<file path="config.mk">
export PLATFORM = sky130hd
export DESIGN_NAME = uart_tx_fifo_sensor
export DESIGN_NICKNAME = d
export VERILOG_FILES = /design/src/rtl/uart_sensor_pkg.sv /design/src/rtl/uart_tx_fifo_sensor_fifo.sv /design/src/rtl/uart_tx_fifo_sensor.sv
export SDC_FILE = /design/constraint.sdc
export NUM_CORES = 1
export LEC_CHECK = 0
export CORE_MARGIN = 3
export CORE_UTILIZATION = 60
export DETAILED_ROUTE_END_ITERATION = 8
export GPL_TIMING_DRIVEN = 0
export PLACE_DENSITY = 0.75
export RECOVER_POWER = 50
export SKIP_LAST_GASP = 1
export SYNTH_ARGS = -nofsm -noshare
export SYNTH_HDL_FRONTEND = slang
export SYNTH_HIERARCHICAL = 1
export SYNTH_SLANG_ARGS = --single-unit
</file>
<file path="constraint.sdc">
create_clock -name clk -period 4.4 [get_ports clk]
set_input_delay 0.44 -clock clk [delete_from_list [all_inputs] [get_ports clk]]
set_output_delay 0.44 -clock clk [all_outputs]
set_load 0.1 [all_outputs]
</file>
<file path="src/rtl/uart_sensor_pkg.sv">
// Shared types and helpers for the buffered sensor UART transmitter.
// Holds the serialiser state encoding and the baud divider calculation.
package uart_sensor_pkg;

    typedef enum logic [1:0] {
        IDLE  = 2'd0,
        START = 2'd1,
        DATA  = 2'd2,
        STOP  = 2'd3
    } tx_state_e;

    function automatic int calc_baud_div(input int clk_freq,
                                         input int baud_rate);
        return clk_freq / baud_rate;
    endfunction

endpackage

</file>
<file path="src/rtl/uart_tx_fifo_sensor_fifo.sv">
// Synchronous byte FIFO feeding the sensor UART serialiser.
// Exposes both the registered and the next-state occupancy.
module fifo_sync_sensor #(
    parameter int DEPTH = 16
) (
    input  logic                     clk,
    input  logic                     rst,
    input  logic                     push_i,
    input  logic                     pop_i,
    input  logic [7:0]               din_i,
    output logic [7:0]               dout_o,
    output logic [$clog2(DEPTH):0]   count_o,
    output logic [$clog2(DEPTH):0]   count_nxt_o,
    output logic                     full_o,
    output logic                     empty_o
);

    localparam int AW = $clog2(DEPTH);
    localparam logic [AW:0] FULL_CNT = (AW+1)'(DEPTH);

    logic [7:0]    mem_q [DEPTH];
    logic [AW-1:0] wr_ptr_q, wr_ptr_d;
    logic [AW-1:0] rd_ptr_q, rd_ptr_d;
    logic [AW:0]   count_q, count_d;
    logic          do_push, do_pop;

    assign full_o  = (count_q == FULL_CNT);
    assign empty_o = (count_q == '0);

    // A pop in the same cycle frees the slot, so a full FIFO can still accept.
    assign do_pop  = pop_i && !empty_o;
    assign do_push = push_i && (!full_o || do_pop);

    always_comb begin
        wr_ptr_d = wr_ptr_q + AW'(do_push);
        rd_ptr_d = rd_ptr_q + AW'(do_pop);
        count_d  = count_q;
        unique case ({do_push, do_pop})
            2'b10:   count_d = count_q + 1'b1;
            2'b01:   count_d = count_q - 1'b1;
            default: count_d = count_q;
        endcase
    end

    always_ff @(posedge clk or negedge rst) begin
        if (!rst) begin
            wr_ptr_q <= '0;
            rd_ptr_q <= '0;
            count_q  <= '0;
        end else begin
            wr_ptr_q <= wr_ptr_d;
            rd_ptr_q <= rd_ptr_d;
            count_q  <= count_d;
        end
    end

    always_ff @(posedge clk) begin
        if (do_push) begin
            mem_q[wr_ptr_q] <= din_i;
        end
    end

    assign dout_o      = mem_q[rd_ptr_q];
    assign count_o     = count_q;
    assign count_nxt_o = count_d;

endmodule

</file>
<file path="src/rtl/uart_tx_fifo_sensor.sv">
// Buffered 8N1 UART transmitter for the DHT11 report sender.
// Bytes queue in a FIFO and leave LSB first; tx_busy gives early back-pressure.
module uart_tx_fifo_sensor
    import uart_sensor_pkg::*;
#(
    parameter int CLK_FREQ   = 100_000_000,
    parameter int BAUD_RATE  = 9600,
    parameter int FIFO_DEPTH = 16
) (
    input  logic       clk,
    input  logic       rst,
    input  logic       push_tx,
    input  logic [7:0] tx_din,
    output logic       tx,
    output logic       tx_busy,
    output logic       tx_done,
    output logic       tx_active,
    output logic       fifo_empty,
    output logic       overflow
);

    localparam int BAUD_DIV = calc_baud_div(CLK_FREQ, BAUD_RATE);
    localparam int BW = (BAUD_DIV > 1) ? $clog2(BAUD_DIV) : 1;
    localparam int CW = $clog2(FIFO_DEPTH) + 1;
    localparam logic [BW-1:0] LAST = BW'(BAUD_DIV - 1);
    localparam logic [CW-1:0] BUSY_CNT = CW'(FIFO_DEPTH - 1);

    tx_state_e     state_q, state_d;
    logic [BW-1:0] baud_q, baud_d;
    logic [2:0]    bit_q, bit_d;
    logic [7:0]    shift_q, shift_d;
    logic          tx_q, tx_d;
    logic          busy_q, busy_d;
    logic          ovf_q, ovf_d;

    logic [7:0]    fifo_dout;
    logic [CW-1:0] fifo_count;
    logic [CW-1:0] fifo_count_nxt;
    logic          fifo_full;
    logic          fifo_is_empty;
    logic          pop;
    logic          baud_last;

    fifo_sync_sensor #(
        .DEPTH (FIFO_DEPTH)
    ) u_fifo (
        .clk         (clk),
        .rst         (rst),
        .push_i      (push_tx),
        .pop_i       (pop),
        .din_i       (tx_din),
        .dout_o      (fifo_dout),
        .count_o     (fifo_count),
        .count_nxt_o (fifo_count_nxt),
        .full_o      (fifo_full),
        .empty_o     (fifo_is_empty)
    );

    assign baud_last = (baud_q == LAST);

    always_comb begin
        state_d = state_q;
        baud_d  = baud_q + 1'b1;
        bit_d   = bit_q;
        shift_d = shift_q;
        tx_d    = tx_q;
        pop     = 1'b0;
        unique case (state_q)
            IDLE: begin
                baud_d = '0;
                tx_d   = 1'b1;
                if (!fifo_is_empty) begin
                    pop     = 1'b1;
                    shift_d = fifo_dout;
                    state_d = START;
                    tx_d    = 1'b0;
                end
            end
            START: begin
                if (baud_last) begin
                    baud_d  = '0;
                    bit_d   = '0;
                    state_d = DATA;
                    tx_d    = shift_q[0];
                end
            end
            DATA: begin
                if (baud_last) begin
                    baud_d = '0;
                    if (bit_q == 3'd7) begin
                        state_d = STOP;
                        tx_d    = 1'b1;
                    end else begin
                        bit_d   = bit_q + 1'b1;
                        shift_d = {1'b0, shift_q[7:1]};
                        tx_d    = shift_q[1];
                    end
                end
            end
            STOP: begin
                if (baud_last) begin
                    baud_d  = '0;
                    state_d = IDLE;
                    tx_d    = 1'b1;
                end
            end
            default: state_d = IDLE;
        endcase
    end

    // Busy looks at the next-state count so it is valid one slot early.
    assign busy_d = (fifo_count_nxt >= BUSY_CNT);
    assign ovf_d  = ovf_q | (push_tx & fifo_full & ~pop);

    always_ff @(posedge clk or negedge rst) begin
        if (!rst) begin
            state_q <= IDLE;
            baud_q  <= '0;
            bit_q   <= '0;
            shift_q <= '0;
            tx_q    <= 1'b1;
            busy_q  <= 1'b0;
            ovf_q   <= 1'b0;
        end else begin
            state_q <= state_d;
            baud_q  <= baud_d;
            bit_q   <= bit_d;
            shift_q <= shift_d;
            tx_q    <= tx_d;
            busy_q  <= busy_d;
            ovf_q   <= ovf_d;
        end
    end

    assign tx         = tx_q;
    assign tx_busy    = busy_q;
    assign tx_done    = (state_q == STOP) && baud_last;
    assign tx_active  = (state_q != IDLE);
    assign fifo_empty = (fifo_count == '0);
    assign overflow   = ovf_q;

endmodule
</file>
======== Word level (Yosys, flattened, before mapping) ========
Memory sizes are Yosys's and may differ from the RTL's.
Cells that the tools add are included.
word-level totals
  bits in writable memories ............... 128
  bits of input ports ..................... 11
  ROM bits ................................ 0
  logic and storage cells ................. 79
  flip-flop bits (word level) ............. 43
  memories kept ........................... 1
  bits in latches ......................... 0
  output and inout bits ................... 6
memory list
  name          depth  bits a word  read ports  clocked after memory_dff  wr ports  line                            text
  u_fifo.mem_q  16     8            1           0                         1         uart_tx_fifo_sensor_fifo.sv:21  logic [7:0] mem_q [DEPTH];
cells by class
  bitwise gates (word level) .............. 4
  $lt $le $gt $ge ......................... 1
  muxes and demuxes ....................... 27
  reductions and logical operators ........ 16
  shifts and indexed selects .............. 0
  equality and inequality tests ........... 14
  div/mod/pow operators ................... 0
  multiply operators ...................... 0
  $add $sub $neg .......................... 6
operators by type and width
  kind                                                                                  count
  14-bit case mux with 2 select lines                                                   1
  8-bit 2-to-1 mux                                                                      3
  8-bit case mux with 2 select lines                                                    1
  14-bit by 1-bit adder with 14-bit output (second input constant)                      1
  14-bit == test (second input constant)                                                1
  14-bit 2-to-1 mux                                                                     1
  2-bit inequality test (second input constant)                                         6
  2-bit 2-to-1 mux                                                                      5
  5-bit case mux with 2 select lines                                                    1
  1-bit 2-to-1 mux                                                                      9
  3-bit 2-to-1 mux                                                                      3
  4-bit by 1-bit adder with 4-bit output                                                2
  2-bit case mux with 4 select lines                                                    1
  4-bit AND reduction                                                                   2
  2-bit == test (second input constant)                                                 3
  3-bit case mux with 2 select lines                                                    1
  2-bit nonzero test                                                                    3
  5-bit by 1-bit adder with 5-bit output (second input constant)                        1
  5-bit == test (second input constant)                                                 1
  5-bit by 4-bit greater-or-equal comparator with 1-bit output (second input constant)  1
  5-bit logical NOT                                                                     1
  5-bit AND reduction                                                                   1
  5-bit by 1-bit subtractor with 5-bit output (second input constant)                   1
  2-bit by 1-bit == test with 1-bit output (second input constant)                      2
  other kinds (12)                                                                      16

======== Depth between registers and ports, before layout ========
Gate-level depths: netlist (run 1).
  depth after elaboration ................. 9
  mapped depth ............................ 16

======== By module ========
Netlist (run 1), hierarchy kept.
modules (own cells, without submodules)
  module               times used  cells each  area each (um2)
  fifo_sync_sensor     1           283         5672.9
  uart_tx_fifo_sensor  1           164         1650.3

======== Least setup slack after synthesis (run 1) ========
OpenSTA, ideal clock, no wires.
  path kind ............................... register to register
  start ................................... register u_fifo.count_q[2], in the netlist u_fifo/count_o[2]
  end ..................................... register busy_q, in the netlist tx_busy
  slack ................................... 1.140 ns
  stages on the path, launching flop included .. 17
  data required time ...................... 4.280 ns
  data arrival time ....................... 3.139 ns
  clock period less this slack ............ 3.260 ns
  cells stage by stage .................... dfrtp_1 > buf_2 > nor4_2 > nor2b_1 > nand2b_1 > inv_1 > o21ai_4 > buf_6 > ha_1 > clkbuf_1 > xor2_1 > ha_1 > a21oi_1 > xor2_1 > nor2_1 > xor2_1 > a41o_1
on the way
  word-level cells in the longest chain between the ends .. 9
  elaborated cells on any way between the ends .. 15
  classes of those cells .................. add/sub (2); order compare (1); eq/ne (3); mux (3); reduce/logical (6)
ends and longest elaborated chain
  element                                                                    line                            text
  start: declaration                                                         uart_tx_fifo_sensor_fifo.sv:24  logic [AW:0] count_q, count_d;
  start signal: assignment                                                   uart_tx_fifo_sensor_fifo.sv:53  count_q <= count_d;
  5-bit logical NOT *                                                        uart_tx_fifo_sensor_fifo.sv:28  assign empty_o = (count_q == '0);
  via fifo_is_empty                                                          uart_tx_fifo_sensor.sv:40       logic fifo_is_empty;
  1-bit 2-to-1 mux *                                                         uart_tx_fifo_sensor.sv:72       if (!fifo_is_empty) begin
  1-bit 2-to-1 mux *                                                         uart_tx_fifo_sensor.sv:68       unique case (state_q)
  via pop                                                                    uart_tx_fifo_sensor.sv:41       logic pop;
  1-bit logical AND *                                                        uart_tx_fifo_sensor_fifo.sv:31  assign do_pop = pop_i && !empty_o;
  1-bit logical OR                                                           uart_tx_fifo_sensor_fifo.sv:32  assign do_push = push_i && (!full_o || do_pop);
  1-bit logical AND                                                          uart_tx_fifo_sensor_fifo.sv:32
  2-bit by 1-bit == test with 1-bit output or 2-bit == test (tied branches)  uart_tx_fifo_sensor_fifo.sv:38  unique case ({do_push, do_pop})
  5-bit case mux with 2 select lines *                                       uart_tx_fifo_sensor_fifo.sv:38
  via fifo_count_nxt[2]                                                      uart_tx_fifo_sensor.sv:38       logic [CW-1:0] fifo_count_nxt;
  5-bit by 4-bit greater-or-equal comparator with 1-bit output *             uart_tx_fifo_sensor.sv:112      assign busy_d = (fifo_count_nxt >= BUSY_CNT);
  via busy_d                                                                 uart_tx_fifo_sensor.sv:33       logic busy_q, busy_d;
  end signal: assignment                                                     uart_tx_fifo_sensor.sv:130      busy_q <= busy_d;
  end: declaration                                                           uart_tx_fifo_sensor.sv:33
The timed path passes the listed nets; every way through them passes the cells marked *.
A chain may end at the register's enable or synchronous reset.

======== Final worst setup path (run 1) ========
Same ends and word-level chain as after synthesis.

==> results of run 1 <==
-- cell usage after synthesis (2+ instances only) --
library cell,count,area share
buf_2,4,0.0027
o21ai_1,2,0.0014
a221o_1,7,0.0096
nand4_1,3,0.0026
nor3_1,12,0.0082
a22oi_1,16,0.016
nand2_1,27,0.014
xnor2_1,10,0.012
or4_4,2,0.0031
inv_1,8,0.0041
or4_1,2,0.0020
a211oi_1,2,0.0020
mux4_2,20,0.062
mux4_1,12,0.043
dfrtp_1,42,0.14
xor2_1,12,0.014
a21oi_1,11,0.0075
clkbuf_1,12,0.0062
and4_1,2,0.0024
o21ai_0,4,0.0027
mux2_2,4,0.0062
nand2b_1,7,0.0060
a31oi_1,3,0.0026
edfxtp_1,128,0.52
nor2b_1,6,0.0051
ha_1,15,0.026
nand3_1,6,0.0041
nor2_1,23,0.012
nor4_1,8,0.0068
a31o_2,3,0.0036
buf_6,3,0.0046
nand3b_1,7,0.0072
and2_1,2,0.0017
-- worst min-delay path by stage --
stage | depth (start not counted) | endpoint | slack [ps] | start
after floorplan | 0 | baud_q[0] | 140 | rst
final | 1 | overflow | 470 | overflow
after global placement | 1 | overflow | 450 | overflow
after CTS | 2 | baud_q[4] | 410 | rst
after detailed placement | 1 | baud_q[7] | 330 | rst
after global routing | 1 | overflow | 480 | overflow
-- power by group --
| group | switching (mW) | internal [mW] | total, mW |
|---|---|---|---|
| clock network | 0.611 | 0.777 | 1.39 |
| logic | 1.16 | 0.770 | 1.93 |
| registers | 0.159 | 2.00 | 2.16 |
| total | 1.93 | 3.54 | 5.48 |
-- sequential cells by signal, indices dropped and copies added, names as in the netlist --
signal           flops
u_fifo/mem_q       128
state_q              2
u_fifo/wr_ptr_q      4
overflow             1
tx                   1
bit_q                3
u_fifo/count_o       5
u_fifo/rd_ptr_q      4
baud_q              14
shift_q              8
tx_busy              1
-- per-layer routing --
layer  vias to the layer above  wire length [um]  part of all wire  global-route usage
li1                       1868                 -                 -                   -
met1                      2131              5950              0.40               0.320
met2                       162              7820              0.53               0.406
met3                        23               873             0.059              0.0534
met4                         0               231             0.016              0.0804
met5                         -                 0                 0                   0
-- layout make-up --
type,instances,area [um2],area share
flip-flops and latches,171,4920,0.589
inverters,10,37.5,0.00449
clock buffers,18,429,0.0514
plain buffers,21,110,0.0132
well taps,143,179,0.0214
clock inverters,14,125,0.0150
multi-input cells,245,2310,0.277
repair buffers,28,240,0.0287
-- repair_timing --
item,in CTS,in global routing
resized for setup,0,1
setup endpoints to repair,0,1
hold buffers,1,0
buffers inserted,0,0
hold endpoints to repair,9,0
-- logic make-up (layout without fill, tap and decap cells) --
| family | after synthesis | after routing | synth area share |
|---|---|---|---|
| simple gates | 116 | 116 | 0.0887 |
| buf+inv | 31 | 91 | 0.0202 |
| compound gates | 55 | 55 | 0.0552 |
| mux | 37 | 37 | 0.112 |
| fa+ha+maj | 15 | 15 | 0.0256 |
| xor+xnor | 22 | 22 | 0.0263 |
| flops | 171 | 171 | 0.672 |
-- worst max-delay path, delay by kind of cell, from the launching register on --
family / cells / cell delay, ps
compound gates: 3 / 840
xor+xnor: 3 / 470
fa+ha+maj: 2 / 370
buf+inv: 4 / 790
flops: 1 / 380
simple gates: 4 / 1020
-- metrics by stage --
stage	worst slack [ps]	instance area [um2]	power, mW
2_1_floorplan	1140	7320	3.53
3_3_place_gp	562	7660	3.96
3_5_place_dp	291	7780	4.08
4_1_cts	232	8340	5.49
5_1_grt	161	8360	5.75
6_report	408	8360	5.48
-- cells in the final DEF, fill, tap and decap left out, types with 8 or more instances in the layout --
master / instances
a22oi_1: 16
nand2_1: 27
inv_1: 8
xor2_1: 12
clkbuf_1: 15
mux4_2: 20
ha_1: 15
edfxtp_1: 128
buf_4: 9
nor2_1: 23
dfrtp_1: 42
nor3_1: 8
xnor2_1: 10
dlygate4sd3_1: 9
mux4_1: 12
clkbuf_16: 17
a21oi_1: 11
==> results_tabular.tex, run 1 <==
\begin{tabular}{lr}
\hline
Metric & Value \\
\hline
\multicolumn{2}{l}{\textbf{Timing}} \\
\quad Worst-case headroom to the max-slew limit & -0.195 \\
\quad Final number of max-transition violations & 35 \\
\quad Setup TNS after final layout & 0 ps \\
\quad Period utilisation layout & 0.907 \\
\quad Clock period minus worst slack & roughly 4000 ps \\
\quad RSZ-0062 raised after global routing & false \\
\quad Final setup violation count & 0 \\
\quad Final hold slack & about 470 ps \\
\quad Post-route clock skew & approximately 5.8 ps \\
\quad Final Hold Viols & 0 \\
\quad Highest attainable clock frequency & roughly 250 MHz \\
\quad Slew at the pin with the worst max-slew slack & roughly 1800 ps \\
\multicolumn{2}{l}{\textbf{Setup path}} \\
\quad Data required time of the worst path & around 4700 ps \\
\quad Critical Path Source Type & flop \\
\quad Crit Reg-Reg Endpoint & tx\_busy \\
\quad CP Max Fanout & 11 \\
\quad Number of cells on the worst reg-to-reg path & 16 \\
\quad Data arrival time of the worst path & 4310 ps \\
\quad Largest incremental delay on the critical path & roughly 420 ps \\
\quad Worst Setup Path Type & reg -> reg \\
\quad Launching point of the worst reg2reg path & u\_fifo/count\_o[2] \\
\quad CP cell instances & buf\_2 -> nor4\_2 -> nor2b\_2 -> nand2b\_1 -> inv\_1 -> o21ai\_4 -> buf\_6 -> ha\_1 -> clkbuf\_1 -> xor2\_1 -> ha\_1 -> a21oi\_1 -> xor2\_1 -> nor2\_1 -> xor2\_1 -> a41o\_1 \\
\quad Crit-path most repeated cell & xor2\_1 \\
\quad Worst-path cell with the longest stage delay & nor2b\_2 \\
\quad Sort of element at the end of the critical path & flop \\
\quad Origin of the worst setup path & u\_fifo/count\_o[2] \\
\quad Register-to-register setup slack & between 400 and 500 ps \\
\quad Endpoint of the most critical setup path & tx\_busy \\
\multicolumn{2}{l}{\textbf{Min path}} \\
\quad Path category of the worst min-delay check & reg -> reg \\
\multicolumn{2}{l}{\textbf{Synth}} \\
\quad Portion of the post-synthesis area used by sequential elements & 0.672 \\
\quad Mapped Cells & between 400 and 500 \\
\quad Share of synthesized registers carrying an async set or reset & 0.251 \\
\quad EDFF count, synth & $\sim$130 \\
\quad Number of synthesized register bits & 171 \\
\quad Most common flop cell mapped by yosys & edfxtp\_1 \\
\quad Yosys synthesis warning count & 6 \\
\quad Post-synthesis instance area & about 7300 um2 \\
\quad Average cell area after synthesis & 16.4 um2 \\
\quad Post-synth net total & $\sim$470 \\
\quad Library cells used by synthesis & between 50 and 60 \\
\multicolumn{2}{l}{\textbf{Job}} \\
\quad Maximum capacitance violations & 1 \\
\multicolumn{2}{l}{\textbf{Drt}} \\
\quad Total wirelength of the detailed-routed design & 14900 um \\
\quad Final ANT Viol Nets & 0 \\
\quad 1st-iter DRT viols & about 350 \\
\quad Average wire per cell in the routed design & 22.9 um \\
\quad Detailed-router iteration count before antenna repair & 6 \\
\quad DRC violation count after routing & 0 \\
\quad Routed via count divided by cell count & 6.44 \\
\quad Vias post-DR & approximately 4200 \\
\multicolumn{2}{l}{\textbf{Clock network}} \\
\quad CTS root buffer & clkbuf\_16 \\
\quad Clock tree from TritonCTS & done \\
\quad Skew-Pair Late Insertion Delay & approximately 430 ps \\
\quad Number of levels in the clock H-tree & 4 \\
\quad Clk sinks & 171 \\
\quad Maximum clock path buffer count & 2 \\
\quad Clock transition time at the flip-flop clock pins of the worst setup and hold paths & 60 ps \\
\quad Number of buffers inserted during clock tree synthesis & 17 \\
\multicolumn{2}{l}{\textbf{Placement}} \\
\quad Inst Count DP & between 600 and 700 \\
\quad HPWL Detailed & about 9600 um \\
\quad Gp weighted congestion & slightly below 0.8 \\
\quad \# port buffers & 16 \\
\multicolumn{2}{l}{\textbf{GRT}} \\
\quad Wire length of the first global-routing pass & between 20000 and 25000 um \\
\quad Vias in the first global route & 4178 \\
\quad Maximum number of pins on one net before global-route repair & 35 \\
\quad Residual overflow from global routing & 0 \\
\quad Overall routing resource usage & 0.243 \\
\quad Antenna violations before repair & 0 \\
\multicolumn{2}{l}{\textbf{Power and ir drop}} \\
\quad P\_leak & between 2 and 3 nW \\
\quad Pwr/cell area & roughly 660 nW/um2 \\
\quad Peak supply drop & 0.381 mV \\
\multicolumn{2}{l}{\textbf{Cells and area}} \\
\quad Fill cells & between 700 and 800 \\
\quad Final layout net count & 520 \\
\quad Share of cells above drive strength 1 & 0.185 \\
\quad Diode insertion count for antenna repair & 0 \\
\quad Post-layout util & 0.717 \\
\quad Post-route non-filler standard cell count & 650 \\
\quad Relative area change from synthesis to final layout & 14.1\% \\
\multicolumn{2}{l}{\textbf{Floorplan}} \\
\quad Die height & approximately 120 um \\
\quad Floorplan die width & about 120 um \\
\quad Core area & approximately 12000 um2 \\
\quad Initial core utilization & 0.628 \\
\quad I/O pin cnt & 17 \\
\quad Number of standard-cell rows in the floorplan & 39 \\
\quad Area enclosed by the die boundary & $\sim$14000 um2 \\
\multicolumn{2}{l}{\textbf{Run status}} \\
\quad Failing checks & max-capacitance violations, max-slew violations \\
\quad Outcome & complete, but fails checks \\
\hline
\end{tabular}
(Power assumes the default switching activity.)
==> run 2: changes to the inputs <==
--- a/config.mk
+++ b/config.mk
@@ -5,6 +5,7 @@
 export SDC_FILE = /design/constraint.sdc
 export NUM_CORES = 1
 export LEC_CHECK = 0
+export ABC_AREA = 0
 export CORE_MARGIN = 3
 export CORE_UTILIZATION = 60
 export DETAILED_ROUTE_END_ITERATION = 8
==> results of run 2 <==
Final layout, timing and power as in run 1 (identical DEF).
